==> config.mk <==
export PLATFORM = sky130hd
export DESIGN_NAME = spectrum_peak_finder_flat
export DESIGN_NICKNAME = d
export VERILOG_FILES = /design/src/rtl/spectrum_peak_finder_if.sv /design/src/rtl/spectrum_peak_finder.sv /design/src/flat_wrapper.sv
export SDC_FILE = /design/constraint.sdc
export NUM_CORES = 1
export LEC_CHECK = 0
export BUFFER_PORTS_ARGS = -buffer_cell sky130_fd_sc_hd__clkbuf_2
export CAP_MARGIN = 5
export CORE_AREA = 5 5 121 123
export CTS_CLUSTER_SIZE = 12
export DETAILED_ROUTE_END_ITERATION = 7
export DIE_AREA = 0 0 126 128
export HOLD_SLACK_MARGIN = 0.1
export PLACE_DENSITY_LB_ADDON = 0.3
export SYNTH_ARGS = -nofsm -noshare
export SYNTH_HDL_FRONTEND = slang
export SYNTH_SLANG_ARGS = --single-unit
==> constraint.sdc <==
create_clock -name clk_i -period 6.4 [get_ports clk_i]
set_input_delay 0.96 -clock clk_i [delete_from_list [all_inputs] [get_ports clk_i]]
set_output_delay 0.96 -clock clk_i [all_outputs]
set_load 0.05 [all_outputs]
==> src/rtl/spectrum_peak_finder_if.sv <==
// Bin stream in, per-frame peak report out, for spectrum_peak_finder.
// SPECTRUM_PEAK_MEAN_EN adds the mean_o result signal.
interface spectrum_peak_finder_if #(
  parameter int DW   = 18,
  parameter int BINS = 512
);
  localparam int IW = $clog2(BINS);

  logic [DW-1:0] mag_i;
  logic          sob_i;
  logic          eob_i;
  logic [IW-1:0] peak_idx_o;
  logic [DW-1:0] peak_mag_o;
`ifdef SPECTRUM_PEAK_MEAN_EN
  logic [DW-1:0] mean_o;
`endif
  logic          frame_err_o;
  logic          valid_o;

`ifdef SPECTRUM_PEAK_MEAN_EN
  modport master (output mag_i, sob_i, eob_i,
                  input  peak_idx_o, peak_mag_o, mean_o, frame_err_o, valid_o);
  modport slave  (input  mag_i, sob_i, eob_i,
                  output peak_idx_o, peak_mag_o, mean_o, frame_err_o, valid_o);
`else
  modport master (output mag_i, sob_i, eob_i,
                  input  peak_idx_o, peak_mag_o, frame_err_o, valid_o);
  modport slave  (input  mag_i, sob_i, eob_i,
                  output peak_idx_o, peak_mag_o, frame_err_o, valid_o);
`endif
endinterface

==> src/rtl/spectrum_peak_finder.sv <==
// Per-frame peak (index, magnitude) finder with frame-length check.
// Define SPECTRUM_PEAK_MEAN_EN to add the frame mean (acc >> IW) on mean_o.
module spectrum_peak_finder #(
  parameter int DW   = 18,
  parameter int BINS = 512
) (
  input  logic                   clk_i,
  input  logic                   rst_ni,
  spectrum_peak_finder_if.slave  bus
);
  localparam int           IW     = $clog2(BINS);
  localparam logic [IW:0]  BINS_C = (IW+1)'(BINS);

  typedef enum logic {IDLE = 1'b0, RUN = 1'b1} state_e;

  state_e        state_q, state_d;
  logic [IW:0]   cnt_q, cnt_d;
  logic          over_q, over_d;
  logic [DW-1:0] max_mag_q, max_mag_d;
  logic [IW-1:0] max_idx_q, max_idx_d;
  logic [IW-1:0] peak_idx_q, peak_idx_d;
  logic [DW-1:0] peak_mag_q, peak_mag_d;
  logic          err_q, err_d;
  logic          valid_q, valid_d;
`ifdef SPECTRUM_PEAK_MEAN_EN
  logic [DW+IW-1:0] acc_q, acc_d;
  logic [DW-1:0]    mean_q, mean_d;
`endif

  logic in_run, counted, report;

  always_comb begin
    state_d    = state_q;
    cnt_d      = cnt_q;
    over_d     = over_q;
    max_mag_d  = max_mag_q;
    max_idx_d  = max_idx_q;
    peak_idx_d = peak_idx_q;
    peak_mag_d = peak_mag_q;
    err_d      = err_q;
    valid_d    = 1'b0;
`ifdef SPECTRUM_PEAK_MEAN_EN
    acc_d      = acc_q;
    mean_d     = mean_q;
`endif
    in_run  = (state_q == RUN);
    // Index BINS and above are past the expected frame: count as overflow only.
    counted = in_run && !over_q && (cnt_q < BINS_C);
    report  = bus.eob_i && (bus.sob_i || in_run);

    if (bus.sob_i) begin
      // Any frame in progress is dropped; this bin is bin 0 of a new one.
      state_d   = bus.eob_i ? IDLE : RUN;
      cnt_d     = (IW+1)'(1);
      over_d    = 1'b0;
      max_mag_d = bus.mag_i;
      max_idx_d = '0;
`ifdef SPECTRUM_PEAK_MEAN_EN
      acc_d     = {{IW{1'b0}}, bus.mag_i};
`endif
    end else if (in_run) begin
      if (counted) begin
        cnt_d = cnt_q + (IW+1)'(1);
        if (bus.mag_i > max_mag_q) begin
          max_mag_d = bus.mag_i;
          max_idx_d = cnt_q[IW-1:0];
        end
`ifdef SPECTRUM_PEAK_MEAN_EN
        acc_d = acc_q + {{IW{1'b0}}, bus.mag_i};
`endif
      end else begin
        over_d = 1'b1;
      end
      if (bus.eob_i) state_d = IDLE;
    end

    // Results include the eob bin, so they are taken from the next-state values.
    if (report) begin
      valid_d    = 1'b1;
      peak_idx_d = max_idx_d;
      peak_mag_d = max_mag_d;
      err_d      = over_d | (cnt_d != BINS_C);
`ifdef SPECTRUM_PEAK_MEAN_EN
      mean_d     = acc_d[DW+IW-1:IW];
`endif
    end
  end

  always_ff @(posedge clk_i or negedge rst_ni) begin
    if (!rst_ni) begin
      state_q    <= IDLE;
      cnt_q      <= '0;
      over_q     <= 1'b0;
      max_mag_q  <= '0;
      max_idx_q  <= '0;
      peak_idx_q <= '0;
      peak_mag_q <= '0;
      err_q      <= 1'b0;
      valid_q    <= 1'b0;
`ifdef SPECTRUM_PEAK_MEAN_EN
      acc_q      <= '0;
      mean_q     <= '0;
`endif
    end else begin
      state_q    <= state_d;
      cnt_q      <= cnt_d;
      over_q     <= over_d;
      max_mag_q  <= max_mag_d;
      max_idx_q  <= max_idx_d;
      peak_idx_q <= peak_idx_d;
      peak_mag_q <= peak_mag_d;
      err_q      <= err_d;
      valid_q    <= valid_d;
`ifdef SPECTRUM_PEAK_MEAN_EN
      acc_q      <= acc_d;
      mean_q     <= mean_d;
`endif
    end
  end

  assign bus.peak_idx_o  = peak_idx_q;
  assign bus.peak_mag_o  = peak_mag_q;
  assign bus.frame_err_o = err_q;
  assign bus.valid_o     = valid_q;
`ifdef SPECTRUM_PEAK_MEAN_EN
  assign bus.mean_o      = mean_q;
`endif

endmodule

==> src/flat_wrapper.sv <==
// flat-port wrapper written by rule: the top's interface ports become plain ports
module spectrum_peak_finder_flat 
#(
  parameter int DW   = 18,
  parameter int BINS = 512
)
  (clk_i, rst_ni, bus_mag_i, bus_sob_i, bus_eob_i, bus_peak_idx_o, bus_peak_mag_o, bus_frame_err_o, bus_valid_o);
  spectrum_peak_finder_if #(.DW(DW), .BINS(BINS)) bus_i ();
  input  logic clk_i;
  input  logic rst_ni;
  input wire logic [$bits(bus_i.mag_i)-1:0] bus_mag_i;
  input wire logic [$bits(bus_i.sob_i)-1:0] bus_sob_i;
  input wire logic [$bits(bus_i.eob_i)-1:0] bus_eob_i;
  output wire logic [$bits(bus_i.peak_idx_o)-1:0] bus_peak_idx_o;
  output wire logic [$bits(bus_i.peak_mag_o)-1:0] bus_peak_mag_o;
  output wire logic [$bits(bus_i.frame_err_o)-1:0] bus_frame_err_o;
  output wire logic [$bits(bus_i.valid_o)-1:0] bus_valid_o;
  assign bus_i.mag_i = bus_mag_i;
  assign bus_i.sob_i = bus_sob_i;
  assign bus_i.eob_i = bus_eob_i;
  assign bus_peak_idx_o = bus_i.peak_idx_o;
  assign bus_peak_mag_o = bus_i.peak_mag_o;
  assign bus_frame_err_o = bus_i.frame_err_o;
  assign bus_valid_o = bus_i.valid_o;
  spectrum_peak_finder #(.DW(DW), .BINS(BINS)) u_core (.clk_i(clk_i), .rst_ni(rst_ni), .bus(bus_i));
endmodule
==> impl.org <==
** STA
- The number of endpoints with negative hold slack in the final report is 0.
- The final-report max-slew violation count was 0.
- The worst path meets setup with 3010 ps of slack.
- The clock period could shrink to 3390 ps.
- Measured against its own limit, the worst slew margin works out to 0.411.
- RSZ-0062 raised after global routing :: false
- After routing, the total negative slack on setup checks comes to 0 ps.
- For the pin with the worst max-slew slack, the measured transition is 883 ps.
- Static timing analysis puts the maximum clock frequency at 295 MHz.
- Final critical-path share of the clock period :: 0.530
- Largest clock skew in the final design :: 6.85 ps
- Setup violations remaining at the end of the flow were counted as 0.

** GRT
- Antenna violations before repair :: 0
- Vias in the first global route :: 2567
- Entering global routing, the biggest net connects 79 pins.
- GRT Total Usage :: 0.0997
- After global routing the overflow that remains totals 0.
- First-pass GRT wire length :: 12900 µm

** Floorplanning
- Chip Height :: 128 µm
- In this run the horizontal extent of the chip is 126 µm.
- Row Count :: 43
- Initial core utilization :: 0.244
- The die covers 0.0161 mm².
- After floorplanning, the core was sized to cover 0.0136 mm².
- I/O pins :: 51

** Synth
- After technology mapping, the gate count stands at 330.
- Post-synth EDFFs :: 0
- Synthesis produced a netlist with a net count of 371.
- In the synthesized netlist the dominant register cell turns out to be sky130_fd_sc_hd__dfrtp_1.
- Portion of the post-synthesis area used by sequential elements :: 0.515
- For this run, asynchronously set or reset flops after synthesis account for 1.00.
- Flops & latches, synth :: 68
- Syn_area_per_cell :: 10.0 µm²
- During synthesis, Yosys emitted a total of 0 warnings.
- In this run the cell area of the synthesized design comes to 0.00331 mm².
- Number of library cell types mapped by synthesis :: 34

** Clock network
- Number of buffers inserted during clock tree synthesis :: 9
- Clock latency of the later-clocked register in the worst-skew pair :: 330 ps
- TritonCTS clock tree :: done
- Post_cts resized :: 0
- H-tree levels :: 3
- Clk sink count :: 68
- Clock root buffer master :: sky130_fd_sc_hd__clkbuf_16
- Buffers inserted by post-CTS timing repair :: 0
- Post-CTS clock slew at the launch and capture registers of the worst setup and hold paths :: 60 ps
- Total of hold buffers inserted after clock tree synthesis :: 0
- Max Root-Sink Buffers :: 2

** Worst hold path
- In this run the most critical hold path is launched from u_core.bus.peak_idx_o[4]$_DFFE_PN0P_.
- The path with the worst hold slack has its endpoint at u_core.bus.peak_idx_o[4]$_DFFE_PN0P_.
- The worst hold path passes through 2 cells.
- Hold WC Path Type :: reg -> reg

** Final layout
- Measured on the finished design, the core utilization comes to 0.296.
- Antenna diode count :: 0
- Leaving out fill and tap cells, the most frequent cell in the layout is sky130_fd_sc_hd__dfrtp_1.
- The final layout contains 417 nets.
- The area growth from synthesis to layout is 21.3%.
- In the layout the commonest cells are 68 x sky130_fd_sc_hd__dfrtp_1, 49 x sky130_fd_sc_hd__clkbuf_2, 39 x sky130_fd_sc_hd__nor2_1, 31 x sky130_fd_sc_hd__a21oi_1, 25 x sky130_fd_sc_hd__o21ai_0.
- Of the cells placed in the final design, the portion with a size suffix greater than 1 is 0.197.
- The finished layout holds 561 standard cells, fillers aside.
- After routing the design area is 0.00401 mm².
- Fill cells :: 1459

** Placement
- Timing analysis after detailed placement gives a worst setup slack of 2650 ps.
- Final weighted congestion of routability-driven global placement :: 0.678
- Once placement finished, the instance area stood at 0.00372 mm².
- Including well taps, the total number of placed cells is 545.
- Count of input and output buffers :: 50
- DPL Wire Length :: 5170 µm

** Routing
- For this run, the detailed router's first-pass iteration total came to 4.
- The final layout contains routed wiring with a total length of 7690 µm.
- Using the TritonRoute via totals, the vias-per-cell ratio works out to 4.55.
- Via count :: 2551
- DRC violation count after routing :: 0
- Average wire per cell in the routed design :: 13.7 µm
- The count of nets left with antenna violations once routing finished came out at 0.
- The first routing iteration left 126 violations.

** Status
- The run finished with clean final reports.

** Worst setup path
- The worst setup path is captured at a register.
- Capture instance of the worst register-to-register path :: u_core.bus.peak_idx_o[7]$_DFFE_PN0P_
- R2r startpoint :: u_core.max_mag_q[13]$_DFF_PN0_
- Register-to-Register Setup Slack :: 3350 ps
- Arr. time, crit path :: 3600 ps
- Required time worst endpoint :: 6610 ps
- Setup CP Type :: in -> reg
- Worst Setup Start Kind :: primary input
- Number of cell instances on the worst register-to-register path :: 9
- Of all nets on the critical path, the largest fanout is 34.

** Pwr
- IR analysis of the VDD net gives a maximum drop of 0.121 mV.
- In this run the static leakage power is 1.79 nW.
- Power density relative to cell area :: 314 mW/mm²

** Run
- Max Cap Viol :: 0
==> state kept, by name (all words and copies together), names as in the netlist <==
signal                  flops
u_core.max_idx_q            9
u_core.bus.valid_o          1
u_core.bus.peak_idx_o       9
u_core.bus.peak_mag_o      18
u_core.cnt_q               10
u_core.bus.frame_err_o      1
u_core.max_mag_q           18
u_core.over_q               1
u_core.in_run               1
==> critical path, cell delays in order <==
cell,delay (ps)
sky130_fd_sc_hd__clkbuf_2,90
sky130_fd_sc_hd__ha_1,320
sky130_fd_sc_hd__nand4_1,160
sky130_fd_sc_hd__nor4_1,70
sky130_fd_sc_hd__or3b_1,410
sky130_fd_sc_hd__a22oi_4,700
sky130_fd_sc_hd__buf_4,470
sky130_fd_sc_hd__mux2i_1,290
sky130_fd_sc_hd__o21ai_1,100
==> synthesized netlist by cell type (2+ instances only) <==
master                     number  area share
sky130_fd_sc_hd__a21oi_1       31       0.047
sky130_fd_sc_hd__o21ai_0       25       0.038
sky130_fd_sc_hd__and3_1         3      0.0057
sky130_fd_sc_hd__xor2_1         4       0.011
sky130_fd_sc_hd__nand4_1        6       0.011
sky130_fd_sc_hd__a211oi_1       2      0.0045
sky130_fd_sc_hd__nand2b_1       2      0.0038
sky130_fd_sc_hd__or2_2          2      0.0038
sky130_fd_sc_hd__ha_1          19       0.072
sky130_fd_sc_hd__o21ai_1        9       0.014
sky130_fd_sc_hd__buf_6          2      0.0068
sky130_fd_sc_hd__nand2_1       21       0.024
sky130_fd_sc_hd__dfrtp_1       68        0.51
sky130_fd_sc_hd__buf_2          2      0.0030
sky130_fd_sc_hd__nor2_1        39       0.044
sky130_fd_sc_hd__inv_1         21       0.024
sky130_fd_sc_hd__clkbuf_1      13       0.015
sky130_fd_sc_hd__o31a_1        18       0.048
sky130_fd_sc_hd__or3_1          2      0.0038
sky130_fd_sc_hd__o31ai_1       18       0.041
sky130_fd_sc_hd__mux2i_1       10       0.030
==> metrics by stage <==
step                total power [mW]  hold slack (ps)
CTS                             1.28              495
finish                          1.26              492
global route                    1.33              521
detailed placement             0.797              481
global placement               0.794              475
floorplan                      0.719              481
==> where the power goes <==
part / total, mW / internal, mW / switching, mW
Combinational: 0.289 / 0.0824 / 0.207
Clock: 0.474 / 0.275 / 0.199
Sequential: 0.495 / 0.474 / 0.0212
==> per-layer routing <==
metal	track usage	vias up	wire (µm)
met4	0.0347	0	121
met1	0.132	1236	3800
met3	0.0250	11	203
met2	0.159	38	3570
li1	-	1266	-
met5	0	-	0
==> worst max path at each step <==
stage,from,cells after the start,endpoint,slack [ps]
floorplan,bus_mag_i[13],8,u_core.bus.peak_idx_o[0]$_DFFE_PN0P_,3640
global placement,bus_mag_i[13],9,u_core.bus.peak_idx_o[3]$_DFFE_PN0P_,2710
detailed placement,bus_mag_i[13],9,u_core.bus.peak_idx_o[3]$_DFFE_PN0P_,2650
CTS,bus_mag_i[13],9,u_core.bus.peak_idx_o[7]$_DFFE_PN0P_,3010
global route,bus_mag_i[13],9,u_core.bus.peak_idx_o[7]$_DFFE_PN0P_,2800
finish,bus_mag_i[13],9,u_core.bus.peak_idx_o[7]$_DFFE_PN0P_,3010
==> final cells by class <==
cell class / instances / area (µm²) / area share
clock buffers: 10 / 239 / 0.0596
clock inverters: 6 / 48.8 / 0.0122
inverters: 21 / 78.8 / 0.0197
multi-input cells: 221 / 1430 / 0.356
flip-flops and latches: 68 / 1700 / 0.424
well taps: 180 / 225 / 0.0562
repair buffers: 55 / 288 / 0.0718
==> cell families after synthesis <==
kind of cell	Yosys count	synth area share
compound gates	106	0.203
simple gates	81	0.114
flops	68	0.515
buf+inv	41	0.0534
fa+ha+maj	19	0.0719
mux	10	0.0303
xor+xnor	5	0.0132
Note: power is estimated with default switching activity, not from simulation.
